File: src/rtl/ice_uart_if.sv
// ice_uart_if: byte-level handshake between the ICE UART and its client
// (the command parser on the board, or a system bench acting as host).
interface ice_uart_if;
    logic       tx_latch;
    logic [7:0] tx_data;
    logic       tx_empty;
    logic       rx_latch;
    logic [7:0] rx_data;

    // Client side: loads bytes to send, consumes received bytes
    modport master (
        output tx_latch,
        output tx_data,
        input  tx_empty,
        input  rx_latch,
        input  rx_data
    );

    // UART side
    modport slave (
        input  tx_latch,
        input  tx_data,
        output tx_empty,
        output rx_latch,
        output rx_data
    );
endinterface

File: src/rtl/ice_uart.sv
// ice_uart: 8N1 LSB-first full-duplex UART with a runtime bit period
// (baud_div clock cycles per bit). TX and RX are independent FSMs.
module ice_uart (
    input  logic        clk,
    input  logic        reset,
    input  logic [15:0] baud_div,
    input  logic        rx_in,
    output logic        tx_out,
    ice_uart_if.slave   bus
);

    typedef enum logic [1:0] {
        ST_IDLE  = 2'd0,
        ST_START = 2'd1,
        ST_DATA  = 2'd2,
        ST_STOP  = 2'd3
    } state_t;

    // Last count value of a full bit period and of a half bit period
    logic [15:0] bit_end_s;
    logic [15:0] half_end_s;

    assign bit_end_s  = baud_div - 16'd1;
    assign half_end_s = {1'b0, baud_div[15:1]} - 16'd1;

    state_t      tx_state_r;
    logic [15:0] tx_cnt_r;
    logic [2:0]  tx_bit_r;
    logic [7:0]  tx_shift_r;
    logic        tx_out_r;
    logic        tx_empty_r;

    state_t      rx_state_r;
    logic [15:0] rx_cnt_r;
    logic [2:0]  rx_bit_r;
    logic [7:0]  rx_shift_r;
    logic [7:0]  rx_data_r;
    logic        rx_latch_r;
    logic        rx_wait_high_r;
    logic        rx_meta_r;
    logic        rx_sync_r;

    assign tx_out       = tx_out_r;
    assign bus.tx_empty = tx_empty_r;
    assign bus.rx_latch = rx_latch_r;
    assign bus.rx_data  = rx_data_r;

    // Transmit FSM: start bit, 8 data bits LSB first, stop bit; all outputs registered
    always_ff @(posedge clk) begin
        if (reset) begin
            tx_state_r <= ST_IDLE;
            tx_cnt_r   <= 16'd0;
            tx_bit_r   <= 3'd0;
            tx_shift_r <= 8'h00;
            tx_out_r   <= 1'b1;
            tx_empty_r <= 1'b1;
        end else begin
            case (tx_state_r)
                ST_IDLE: begin
                    if (bus.tx_latch) begin
                        tx_shift_r <= bus.tx_data;
                        tx_cnt_r   <= 16'd0;
                        tx_bit_r   <= 3'd0;
                        tx_out_r   <= 1'b0;
                        tx_empty_r <= 1'b0;
                        tx_state_r <= ST_START;
                    end else begin
                        tx_out_r   <= 1'b1;
                        tx_empty_r <= 1'b1;
                    end
                end
                ST_START: begin
                    if (tx_cnt_r == bit_end_s) begin
                        tx_cnt_r   <= 16'd0;
                        tx_out_r   <= tx_shift_r[0];
                        tx_state_r <= ST_DATA;
                    end else begin
                        tx_cnt_r <= tx_cnt_r + 16'd1;
                    end
                end
                ST_DATA: begin
                    if (tx_cnt_r == bit_end_s) begin
                        tx_cnt_r <= 16'd0;
                        if (tx_bit_r == 3'd7) begin
                            tx_out_r   <= 1'b1;
                            tx_state_r <= ST_STOP;
                        end else begin
                            tx_bit_r   <= tx_bit_r + 3'd1;
                            tx_shift_r <= {1'b0, tx_shift_r[7:1]};
                            tx_out_r   <= tx_shift_r[1];
                        end
                    end else begin
                        tx_cnt_r <= tx_cnt_r + 16'd1;
                    end
                end
                ST_STOP: begin
                    // tx_empty rises on the edge that ends the stop bit
                    if (tx_cnt_r == bit_end_s) begin
                        tx_cnt_r   <= 16'd0;
                        tx_empty_r <= 1'b1;
                        tx_state_r <= ST_IDLE;
                    end else begin
                        tx_cnt_r <= tx_cnt_r + 16'd1;
                    end
                end
                default: begin
                    tx_state_r <= ST_IDLE;
                    tx_out_r   <= 1'b1;
                    tx_empty_r <= 1'b1;
                end
            endcase
        end
    end

    // Two-flop synchronizer for the asynchronous serial input (idles high)
    always_ff @(posedge clk) begin
        if (reset) begin
            rx_meta_r <= 1'b1;
            rx_sync_r <= 1'b1;
        end else begin
            rx_meta_r <= rx_in;
            rx_sync_r <= rx_meta_r;
        end
    end

    // Receive FSM: verify start at half bit, then sample each bit centre
    always_ff @(posedge clk) begin
        if (reset) begin
            rx_state_r     <= ST_IDLE;
            rx_cnt_r       <= 16'd0;
            rx_bit_r       <= 3'd0;
            rx_shift_r     <= 8'h00;
            rx_data_r      <= 8'h00;
            rx_latch_r     <= 1'b0;
            rx_wait_high_r <= 1'b0;
        end else begin
            rx_latch_r <= 1'b0;
            case (rx_state_r)
                ST_IDLE: begin
                    // After a framing error the line must return high first
                    if (rx_wait_high_r) begin
                        if (rx_sync_r) begin
                            rx_wait_high_r <= 1'b0;
                        end
                    end else if (!rx_sync_r) begin
                        rx_cnt_r   <= 16'd0;
                        rx_state_r <= ST_START;
                    end
                end
                ST_START: begin
                    if (rx_cnt_r == half_end_s) begin
                        rx_cnt_r <= 16'd0;
                        if (rx_sync_r) begin
                            rx_state_r <= ST_IDLE;
                        end else begin
                            rx_bit_r   <= 3'd0;
                            rx_state_r <= ST_DATA;
                        end
                    end else begin
                        rx_cnt_r <= rx_cnt_r + 16'd1;
                    end
                end
                ST_DATA: begin
                    if (rx_cnt_r == bit_end_s) begin
                        rx_cnt_r   <= 16'd0;
                        rx_shift_r <= {rx_sync_r, rx_shift_r[7:1]};
                        if (rx_bit_r == 3'd7) begin
                            rx_state_r <= ST_STOP;
                        end else begin
                            rx_bit_r <= rx_bit_r + 3'd1;
                        end
                    end else begin
                        rx_cnt_r <= rx_cnt_r + 16'd1;
                    end
                end
                ST_STOP: begin
                    if (rx_cnt_r == bit_end_s) begin
                        rx_cnt_r   <= 16'd0;
                        rx_state_r <= ST_IDLE;
                        if (rx_sync_r) begin
                            rx_data_r  <= rx_shift_r;
                            rx_latch_r <= 1'b1;
                        end else begin
                            rx_wait_high_r <= 1'b1;
                        end
                    end else begin
                        rx_cnt_r <= rx_cnt_r + 16'd1;
                    end
                end
                default: begin
                    rx_state_r <= ST_IDLE;
                end
            endcase
        end
    end

endmodule

File: src/flat_wrapper.sv
// flat-port wrapper written by rule: the top's interface ports become plain ports
module ice_uart_flat 
  (clk, reset, baud_div, rx_in, tx_out, bus_tx_latch, bus_tx_data, bus_tx_empty, bus_rx_latch, bus_rx_data);
  ice_uart_if bus_i ();
  input  logic clk;
  input  logic reset;
  input  logic [15:0] baud_div;
  input  logic rx_in;
  output logic tx_out;
  input wire logic [$bits(bus_i.tx_latch)-1:0] bus_tx_latch;
  input wire logic [$bits(bus_i.tx_data)-1:0] bus_tx_data;
  output wire logic [$bits(bus_i.tx_empty)-1:0] bus_tx_empty;
  output wire logic [$bits(bus_i.rx_latch)-1:0] bus_rx_latch;
  output wire logic [$bits(bus_i.rx_data)-1:0] bus_rx_data;
  assign bus_i.tx_latch = bus_tx_latch;
  assign bus_i.tx_data = bus_tx_data;
  assign bus_tx_empty = bus_i.tx_empty;
  assign bus_rx_latch = bus_i.rx_latch;
  assign bus_rx_data = bus_i.rx_data;
  ice_uart u_core (.clk(clk), .reset(reset), .baud_div(baud_div), .rx_in(rx_in), .tx_out(tx_out), .bus(bus_i));
endmodule
File: config.mk
export PLATFORM = sky130hd
export DESIGN_NAME = ice_uart_flat
export DESIGN_NICKNAME = d
export VERILOG_FILES = /design/src/rtl/ice_uart_if.sv /design/src/rtl/ice_uart.sv /design/src/flat_wrapper.sv
export SDC_FILE = /design/constraint.sdc
export NUM_CORES = 1
export LEC_CHECK = 0
export ABC_AREA = 1
export BUFFER_PORTS_ARGS = -buffer_cell sky130_fd_sc_hd__buf_2
export CORE_MARGIN = 5
export CORE_UTILIZATION = 50
export DETAILED_ROUTE_END_ITERATION = 16
export PLACE_DENSITY = 0.71
export SLEW_MARGIN = 25
export SYNTH_ARGS = -nofsm -noshare
export SYNTH_HDL_FRONTEND = slang
export SYNTH_SLANG_ARGS = --single-unit
export TNS_END_PERCENT = 1
File: constraint.sdc
create_clock -name clk -period 3.2 [get_ports clk]
set_clock_uncertainty 0.05 [all_clocks]
set_input_delay 0.8 -clock clk [delete_from_list [all_inputs] [get_ports clk]]
set_output_delay 0.8 -clock clk [all_outputs]
set_load 0.05 [all_outputs]
==> results by group, run 1 <==
GRT
  • Grt met1 use: 30.6%
  • Largest net degree at the start of global routing: 49
  • Initial antenna violation count: 0
  • Global-route wire length before repair: 24000 µm
  • Total gr overflow: 0
  • GRT Total Usage: 22.7%
  • Met2 Usage GRT: 35.8%
  • Vias in the first global route: 5009
  • GRT met3 Usage: 4.39%
  • Top Usage Layer GRT: met2

STA
  • Final hold vios: 0
  • Least-Margin Pin Slew: 0.535 ns
  • F_max: 0.361 GHz
  • Final setup margin: 0.430 ns
  • TNS Setup: 0 ns
  • Fin crit period: 2.77 ns
  • Slew HR: 64.3%
  • Final period util: 86.6%
  • RSZ-0062 raised after global routing: no
  • Setup violators final: 0
  • Fin. max-slew vios: 0

Critical path
  • WS Path Type: in -> reg
  • Crit path arrival time: 2.95 ns
  • CP dominant cell by count: nand2_1
  • Crit-path max FO: 13
  • CP Launch Type: primary input
  • CP max stage cell: ha_1
  • Worst path max stage delay: 0.22 ns
  • Crit-path leading delay family: simple AND/OR/NAND/NOR gates
  • CP Cell Sequence: buf_2, inv_1, buf_4, ha_1, nand2_4, nor2_8, nand2_1, nand2_1, nand2_1, nand2_1, nand3_1, nor2_2, nand3_4, nand2_2, nand3_2, a21oi_1, nor2_1
  • R2r setup slk: 0.77 ns
  • Crit path required time: 3.38 ns
  • Worst setup EP type: register
  • Buf/Inv on CP: 3

Layout
  • Fill count: 1135
  • Fin util: 56.1%
  • Share of layout cells above drive strength 1: 13.1%
  • Multi-input gate area: 3530 µm²
  • Register area: 1440 µm²
  • Layout area overhead: 10.9%
  • # diodes: 0
  • # nets final: 962

Synthesis
  • Synth Net Count: 923
  • Largest area contributor in the netlist: dfxtp_1
  • Mean Syn Cell Area: 6.19 µm²
  • Top cells by area, synth: dfxtp_1 27%, nand2_1 19%, nand3_1 7.2%, nor2_1 6.1%, a21oi_1 5.7%
  • YS warnings: 0
  • Yosys cell types: 43
  • Syn Inst Count: 878
  • Post-Syn Area: 5430 µm²
  • Seq/Total Area, Yosys: 26.5%
  • Synth Flop Type: dfxtp_1
  • Share of the synthesized area in the top cell type: 26.5%
  • Top-count cell post-synth: nand2_1
  • Number of flops mapped to enable cells by yosys: 0
  • Share of synthesized registers carrying an async set or reset: 0%
  • Seq cells post-synth: 72
  • Top post-synthesis cells by count: 278 x nand2_1, 88 x nor2_1, 82 x inv_1

Clock tree
  • CTS root buf: clkbuf_8
  • Clk_lat worst skew: 0.36 ns
  • CTS clock-pin slew for the worst setup and hold paths: 0.08 ns
  • CTS tree: yes
  • H-tree lvl count: 3
  • CTS Buffer Depth: 2
  • CTS Buf Count: 9
  • Post-CTS setup buffers: 0
  • Clock sinks: 72
  • Post-CTS Hold Fix Bufs: 0
  • Post-cts resize count: 0

Route
  • TritonRoute pass-1 iters: 5
  • Drt total wl: 14300 µm
  • Antenna Nets Post-Route: 0
  • Drt drc: 0
  • DR vias/cell: 5.17
  • Via Count: 5493
  • Post-DR wirelength/cell: 13.4 µm
  • DRT iter0 DRCs: 278

Floorplan
  • Placeable Area: 10700 µm²
  • Initial Util: 50.6%
  • # IOs: 39
  • Die ar.: 13100 µm²
  • Chip Height: 114 µm
  • Die Wd: 114 µm
  • # rows: 38

Power and ir drop
  • Int Power: 1.72 mW
  • Sw Ratio: 39.7%
  • Clock share of power: 26.8%
  • Peak supply drop: 550 µV
  • Psw: 1.13 mW
  • Leakage Power: 2.61 nW
  • Final Total Pwr: 2.84 mW
  • Seq pwr share: 37.4%
  • Combinational power share: 35.8%
  • Power density cells: 472 nW/µm²

Min path
  • Min-delay worst type: reg -> reg

Placed design
  • Dpl ws: 0.0782 ns
  • DP Wirelength: 11000 µm
  • Placer Congestion: 1.05
  • I/O Buffers: 38

Job
  • Max_cap viols: 0

Run status
  • Status: finished clean
[kinds of logic after synthesis]
logic type	after synthesis	synth area share, %
buf+inv	117	8.47
flops	72	26.5
fa+ha+maj	17	3.91
compound gates	100	10.0
xor+xnor	44	7.23
simple gates	528	43.8
[cell usage in the layout, fill, tap and decap left out, types with 2 or more instances in the layout]
master / count
ha_1: 17
o211ai_1: 4
clkinvlp_4: 2
nand2_2: 9
o21ai_0: 22
dfxtp_1: 72
nand2_4: 2
nand4_1: 15
nor3_1: 12
buf_12: 2
a21oi_1: 62
nor2_8: 2
nor2_4: 5
nand3_2: 3
nand3b_1: 12
buf_4: 12
nor2_1: 88
nand3_1: 78
xor2_1: 32
xnor2_1: 11
nor4_1: 2
inv_2: 9
inv_6: 3
o21ai_1: 4
nor3_2: 2
or2_2: 4
clkbuf_8: 9
buf_2: 38
inv_1: 82
nor2_2: 13
nand2_1: 278
clkinv_1: 2
[path summary, 6_finish.rpt]
check                                           from                 end  cells past startpoint
worst max-delay path                     baud_div[1]  u_core.tx_bit_r[2]                     17
worst min-delay path                u_core.rx_meta_r    u_core.rx_sync_r                      1
worst max register to register  u_core.tx_state_r[0]  u_core.tx_bit_r[2]                      9
worst min register to register      u_core.rx_meta_r    u_core.rx_sync_r                      1
[state kept, by name (all words and copies together) (netlist names), named ones only]
name                   flops
u_core.rx_meta_r           1
u_core.tx_out              1
u_core.tx_bit_r            3
u_core.rx_sync_r           1
u_core.tx_shift_r          8
u_core.rx_bit_r            3
u_core.rx_cnt_r           16
u_core.bus.rx_data         8
u_core.tx_cnt_r           16
u_core.rx_shift_r          8
u_core.tx_state_r          2
u_core.rx_state_r          1
u_core.rx_wait_high_r      1
u_core.bus.tx_empty        1
u_core.bus.rx_latch        1
[cell type report]
class,count,area share [%]
clock inverters,7,1.37
flip-flops and latches,72,23.9
inverters,93,5.79
multi-input cells,689,58.6
clock buffers,9,2.06
well taps,140,2.91
repair buffers,52,5.32
[metrics by stage]
step / hold WS (ns) / std cells / area [µm²]
2_1_floorplan: 0.339 / 878 / 5430
3_3_place_gp: 0.345 / 1046 / 5820
3_5_place_dp: 0.343 / 1046 / 5820
4_1_cts: 0.363 / 1062 / 6020
5_1_grt: 0.385 / 1062 / 6020
6_report: 0.364 / 1062 / 6020
[layer usage]
layer	up-vias	part of all wire, %	wire [µm]
li1	2887	-	-
met1	2423	47	6690
met2	156	44	6270
met3	27	5.9	837
met4	0	3.4	481
met5	-	0	0
[power groups by stage]
| stage | clock (mW) | sequential (mW) | combinational, mW |
|---|---|---|---|
| 3_5_place_dp | 0 | 1.08 | 1.02 |
| 3_3_place_gp | 0 | 1.08 | 1.01 |
| 5_1_grt | 0.841 | 1.07 | 1.16 |
| 6_report | 0.761 | 1.06 | 1.02 |
| 2_1_floorplan | 0 | 1.11 | 0.725 |
| 4_1_cts | 0.790 | 1.06 | 1.03 |
Note: power is estimated with default switching activity, not from simulation.
==> inputs of run 2 (changes only) <==
Settings changed: CORE_MARGIN 5 to not set.
==> run 2 against run 1 <==
Routed wire length rose by 0.31%. Worst setup slack got worse by 0.031 ns. Cell count decreased by 0.47%. Register-to-register slack lost 0.03 ns. Hold slack improved by 0.0032 ns. Utilization rose by 1.9 points. Flip-flop and latch count unchanged. Global-route usage up 4.4 points. Power grew 5.4%. Non-clock buffer count decreased by 1.
==> results by group, run 2 (synthesis gave the netlist of run 1 again) <==
Run status
  • Status: finished clean

Critical path
  • Register-to-Register Path Depth: 9 (unchanged)
  • Worst R2R End: u_core.tx_bit_r[2]
  • Buf/Inv on CP: 4 (+1)
  • Crit-path max FO: 13 (unchanged)
  • Worst setup EP type: register
  • Worst path max stage delay: 0.24 ns (+0.02 ns)
  • Crit path required time: 3.39 ns (about the same)
  • Critical path depth: 18 (+1)
  • Crit-path leading delay family: simple AND/OR/NAND/NOR gates
  • CP dominant cell by count: nand2_1
  • WS Path Type: in -> reg
  • CP Launch Type: primary input
  • R2r setup slk: 0.74 ns (-0.03 ns)
  • CP Cell Sequence: buf_2, inv_1, ha_1, inv_2, nor2_8, nand3_1, inv_2, nand3_2, nand2_1, nand2_1, nand2_1, nand2_1, nor2_2, nand3_4, nand2_2, nand3_2, a21oi_1, nor2_1
  • CP max stage cell: a21oi_1
  • RR Startpoint: u_core.tx_state_r[0]
  • Crit path arrival time: 2.99 ns (+0.04 ns)

Clock tree
  • Post-cts resize count: 0 (unchanged)
  • CTS Buffer Depth: 2 (unchanged)
  • Clock sinks: 72 (unchanged)
  • Post-CTS Hold Fix Bufs: 0 (unchanged)
  • CTS Buf Count: 9 (unchanged)
  • CTS tree: yes
  • CTS root buf: clkbuf_8
  • CTS clock-pin slew for the worst setup and hold paths: 0.08 ns (about the same)
  • Clk_lat worst skew: 0.37 ns (about the same)
  • H-tree lvl count: 3 (unchanged)
  • Post-CTS setup buffers: 0 (unchanged)

Floorplan
  • # rows: 37 (-2.6%)
  • # IOs: 39 (unchanged)
  • Die Wd: 106 µm (-7.0%)
  • Initial Util: 52.2% (+1.6 points)
  • Placeable Area: 10400 µm² (-3.1%)
  • Die ar.: 11300 µm² (-14%)
  • Chip Height: 106 µm (-7.0%)

Route
  • TritonRoute pass-1 iters: 5 (unchanged)
  • Met2 routed WL: 6190 µm (-1.2%)
  • Met3 wire length: 889 µm (+6.2%)
  • Antenna Nets Post-Route: 0 (unchanged)
  • DR vias/cell: 5.25 (+1.5%)
  • Drt total wl: 14300 µm (+0.31%)
  • Met1 Routed Length: 6740 µm (+0.70%)
  • Max Used Layer: met4
  • Via Count: 5548 (+1.0%)
  • DRT iter0 DRCs: 334 (+20%)
  • Drt drc: 0 (unchanged)
  • Post-DR wirelength/cell: 13.5 µm (+0.78%)

GRT
  • GRT Total Usage: 27.1% (+4.4 points)
  • Largest net degree at the start of global routing: 49 (unchanged)
  • Initial antenna violation count: 0 (unchanged)
  • Vias in the first global route: 5054 (+0.90%)
  • Global-route wire length before repair: 24400 µm (+1.7%)
  • Total gr overflow: 0 (unchanged)

Placed design
  • I/O Buffers: 38 (unchanged)
  • Placer Congestion: 1.00 (-4.3%)
  • Dpl cells: 1041 (-0.48%)
  • DP Wirelength: 10700 µm (-3.5%)

STA
  • Fin. max-slew vios: 0 (unchanged)
  • Final hold vios: 0 (unchanged)
  • Setup violators final: 0 (unchanged)
  • Least-Margin Pin Slew: 0.818 ns (+0.283 ns)
  • Fin crit period: 2.80 ns (+0.0314 ns)
  • RSZ-0062 raised after global routing: no
  • F_max: 0.357 GHz (-1.1%)
  • TNS Setup: 0 ns (unchanged)
  • Slew HR: 45.4% (-19 points)
  • Final period util: 87.6% (+0.98 points)

Power and ir drop
  • Peak supply drop: 444 µV (-19%)
  • Leakage Power: 2.62 nW (+0.34%)
  • Power density cells: 497 nW/µm² (+5.2%)

Min path
  • Endpoint, Worst Hold: u_core.rx_sync_r
  • Min-delay worst type: reg -> reg
  • Worst hold path cell count: 1 (unchanged)
  • Start point of the worst hold path: u_core.rx_meta_r

Layout
  • # nets final: 961 (-0.10%)
  • Regs by FF count: u_core.rx_cnt_r (16), u_core.tx_cnt_r (16)
  • Layout area overhead: 11.1%
  • Most frequent cells in the layout: 278 x nand2_1, 88 x nor2_1, 82 x inv_1
  • Final std cells w/o fill: 1057 (-0.47%)
  • Commonest non-fill, non-tap cell in the layout: nand2_1
  • # diodes: 0 (unchanged)
  • Share of layout cells above drive strength 1: 12.9% (-0.20 points)

Job
  • Max_cap viols: 0 (unchanged)
## run 2: cell count changes in the layout (fill, tap and decap cells not counted), sizes merged
cell	change
buf	-1
bufinv	+2
clkbuf	+1
clkinvlp	-1
inv	-2
## run 2: power breakdown
part	switching, mW	total [mW]	leakage [nW]	internal, mW
Clock	0.397	0.921	0.117	0.524
Combinational	0.683	1.02	1.92	0.336
Sequential	0.0662	1.06	0.583	0.993
## run 2: worst reg2reg max path, stage by stage (launching register included)
cell and delay (ns):
dfxtp_1 0.34, inv_1 0.08, ha_1 0.15, buf_4 0.22, clkinv_1 0.29, or2_2 0.40
o21ai_2 0.20, nand3_2 0.32, a21oi_1 0.24, nor2_1 0.05
## run 2: worst max path at each step
stage                                end  slack [ns]        start
floorplan             u_core.tx_bit_r[1]        0.41  baud_div[1]
global placement    u_core.rx_state_r[0]         0.1  baud_div[1]
detailed placement    u_core.tx_bit_r[2]        0.04  baud_div[1]
CTS                   u_core.tx_bit_r[2]        0.41  baud_div[1]
global route          u_core.tx_bit_r[2]        0.09  baud_div[1]
finish                u_core.tx_bit_r[2]        0.40  baud_div[1]
## run 2: per-stage QoR
| stage | cell area, µm² | power, mW | hold slack [ns] | util [%] | setup WS [ns] |
|---|---|---|---|---|---|
| after floorplan | 5430 | 1.83 | 0.339 | - | 0.407 |
| after global placement | 5790 | 2.08 | 0.347 | 55.6 | 0.0968 |
| after detailed placement | 5790 | 2.09 | 0.348 | 55.6 | 0.0356 |
| after CTS | 6040 | 3.01 | 0.366 | 57.9 | 0.409 |
| after global routing | 6040 | 3.20 | 0.385 | 57.9 | 0.0866 |
| final | 6040 | 3.00 | 0.367 | 57.9 | 0.398 |
## run 2: final cells by class
class                   instances  area (µm²)
fillers                      1051        4380
multi-input cells             689        3530
flip-flops and latches         72        1440
inverters                      93         349
repair buffers                 51         300
well taps                     136         170
clock buffers                  10         128
clock inverters                 6         115
## run 2: routing by layer
metal / GRT usage (%) / up-vias
li1: - / 2886
met1: 37.2 / 2454
met2: 41.2 / 176
met3: 5.09 / 32
met4: 12.0 / 0
met5: 0 / -
==> inputs of run 3 (changes only) <==
Settings changed: BUFFER_PORTS_ARGS -buffer_cell sky130_fd_sc_hd__buf_2 to not set, DONT_BUFFER_PORTS set to 1.
Clock period 3.2 ns to 2.55 ns, I/O delays scaled along.
==> run 3 against run 2 <==
Critical path depth decreased by 3. Register-to-register slack worse by 0.47 ns. Worst setup slack worse by 0.23 ns. Largest cell class unchanged. Global-route usage is 1.2 points higher. Routed wire length increased by 7.6%. Sequential share of layout area is 0.82 points lower. Combinational power grew 28%. Utilization rose by 2.1 points.
==> results by group, run 3 (synthesis gave the netlist of run 1 again) <==
Route
  • Via Count: 5698 (+2.7%)
  • Antenna Nets Post-Route: 0 (unchanged)
  • TritonRoute pass-1 iters: 5 (unchanged)
  • Drt total wl: 15400 µm (+7.6%)
  • DRT iter0 DRCs: 312 (-6.6%)
  • Drt drc: 0 (unchanged)
  • DR vias/cell: 5.37 (+2.2%)
  • Post-DR wirelength/cell: 14.5 µm (+7.1%)

Floorplan
  • Die Wd: 106 µm (unchanged)
  • # rows: 37 (unchanged)
  • Initial Util: 52.2% (unchanged)
  • # IOs: 39 (unchanged)
  • Chip Height: 106 µm (unchanged)
  • Placeable Area: 10400 µm² (unchanged)
  • Die ar.: 11300 µm² (unchanged)

GRT
  • Total gr overflow: 0 (unchanged)
  • Grt met1 use: 33.1% (-4.0 points)
  • GRT met3 Usage: 4.97% (-0.12 points)
  • Top Usage Layer GRT: met2
  • Global-route wire length before repair: 25300 µm (+3.7%)
  • Initial antenna violation count: 0 (unchanged)
  • Largest net degree at the start of global routing: 50 (+2.0%)
  • Met2 Usage GRT: 49.4% (+8.1 points)
  • GRT Total Usage: 28.4% (+1.2 points)
  • Vias in the first global route: 5545 (+9.7%)

Placed design
  • Placer Congestion: 0.970 (-3.2%)
  • I/O Buffers: 0 (-100%)
  • DP Wirelength: 11900 µm (+12%)
  • Dpl ws: -0.309 ns (-0.344 ns)
  • Placed instance area: 5950 µm² (+2.7%)

Clock tree
  • CTS clock-pin slew for the worst setup and hold paths: 0.09 ns (about the same)
  • H-tree lvl count: 3 (unchanged)
  • Clk_lat worst skew: 0.37 ns (about the same)
  • Clock sinks: 72 (unchanged)
  • CTS tree: yes
  • Post-CTS setup buffers: 0 (unchanged)
  • CTS root buf: clkbuf_8
  • Post-CTS Hold Fix Bufs: 0 (unchanged)
  • CTS Buffer Depth: 2 (unchanged)
  • CTS Buf Count: 9 (unchanged)

STA
  • Slew HR: 64.5% (+19 points)
  • Final period util: 93.5%
  • Least-Margin Pin Slew: 0.532 ns (-0.286 ns)
  • F_max: 0.419 GHz
  • WHS: 0.279 ns (-0.0884 ns)
  • Fin crit period: 2.38 ns
  • Setup violators final: 0 (unchanged)
  • Fin. max-slew vios: 0 (unchanged)
  • TNS Setup: 0 ns (unchanged)
  • Final hold vios: 0 (unchanged)
  • Final setup margin: 0.166 ns (-0.232 ns)

Critical path
  • Crit path arrival time: 2.63 ns (-0.36 ns)
  • Worst setup EP type: register
  • Worst R2R End: u_core.rx_cnt_r[12]
  • RR Startpoint: u_core.rx_cnt_r[1]
  • R2r setup slk: 0.27 ns (-0.47 ns)
  • WS Path Type: in -> reg
  • CP Launch Type: primary input
  • Crit path required time: 2.79 ns (-0.60 ns)
  • Register-to-Register Path Depth: 12 (+3)
  • Crit-path max FO: 9 (-4)

Layout
  • Fill count: 1028 (-2.2%)
  • Share of layout cells above drive strength 1: 15.2% (+2.3 points)
  • Regs by FF count: u_core.rx_cnt_r (16), u_core.tx_cnt_r (16)
  • Layout area overhead: 15.0%
  • # nets final: 966 (+0.52%)
  • # diodes: 0 (unchanged)
  • Most frequent cells in the layout: 272 x nand2_1, 83 x nor2_1, 81 x inv_1
  • Commonest non-fill, non-tap cell in the layout: nand2_1
  • Final Cell Area: 6250 µm² (+3.5%)

Min path
  • Endpoint, Worst Hold: u_core.rx_cnt_r[15]
  • Worst hold path cell count: 1 (unchanged)
  • Min-delay worst type: in -> reg
  • Start point of the worst hold path: reset

Job
  • Max_cap viols: 0 (unchanged)

Power and ir drop
  • Leakage Power: 2.67 nW (+1.8%)
  • Peak supply drop: 495 µV (+12%)
  • Power density cells: 583 nW/µm² (+17%)

Run status
  • Status: finished clean
run 3: changes by cell type in the layout (fill, tap and decap cells not counted), moves of 4 or more:
cell | previous run | this run
buf_2 | 38 | 0
buf_4 | 12 | 53
nand2_1 | 278 | 272
nand2_2 | 9 | 15
nor2_1 | 88 | 83
nor2_4 | 5 | 9
run 3: critical path: stages:
cell	delay, ns
clkinvlp_4	0.08
ha_2	0.24
nand2_4	0.11
nor2_8	0.17
nand3_1	0.09
nand2_1	0.18
buf_4	0.14
o21ai_1	0.05
nor2_1	0.11
nand3_1	0.10
nor2_2	0.17
nand2_2	0.11
nor2_4	0.20
inv_4	0.08
a21oi_1	0.16
run 3: timing repair:
item | 4_1_cts | 5_1_grt
setup endpoints to repair | 0 | 30
resized for setup | 0 | 25
endpoints found under the hold margin | 0 | 0
run 3: metrics by stage:
stage	cells	utilization (%)	power (mW)
floorplan	878	-	2.30
global placement	1045	57.1	2.61
detailed placement	1045	57.1	2.65
CTS	1061	59.0	3.60
global route	1062	60.0	3.87
finish	1062	60.0	3.64
run 3: cell type report:
type	count	area, µm²	area share, %
Multi-Input combinational cell	690	3640	58.3
Sequential cell	72	1440	23.1
Timing Repair Buffer	55	438	7.01
Inverter	93	358	5.73
Tap cell	136	170	2.72
Clock buffer	11	141	2.26
Clock inverter	5	56.3	0.901
run 3: routing by layer:
| metal | wire [µm] | share of wire, % |
|---|---|---|
| met4 | 562 | 3.6 |
| met2 | 7320 | 48 |
| met3 | 873 | 5.7 |
| met5 | 0 | 0 |
| met1 | 6640 | 43 |
run 3: power breakdown:
part | switching (mW) | internal [mW]
registers | 0.143 | 1.25
logic | 0.818 | 0.496
clock network | 0.464 | 0.477
run 3: worst max-delay path by stage:
stage                      from                   end  slack, ns  depth (start not counted)
global placement    baud_div[1]    u_core.tx_bit_r[1]      -0.24                         18
CTS                 baud_div[1]    u_core.tx_bit_r[2]       0.06                         18
floorplan           baud_div[1]    u_core.tx_bit_r[1]       0.04                         16
detailed placement  baud_div[1]    u_core.tx_bit_r[2]      -0.31                         18
finish              baud_div[1]  u_core.rx_shift_r[1]       0.17                         15
global route        baud_div[2]    u_core.rx_bit_r[1]      -0.03                         19
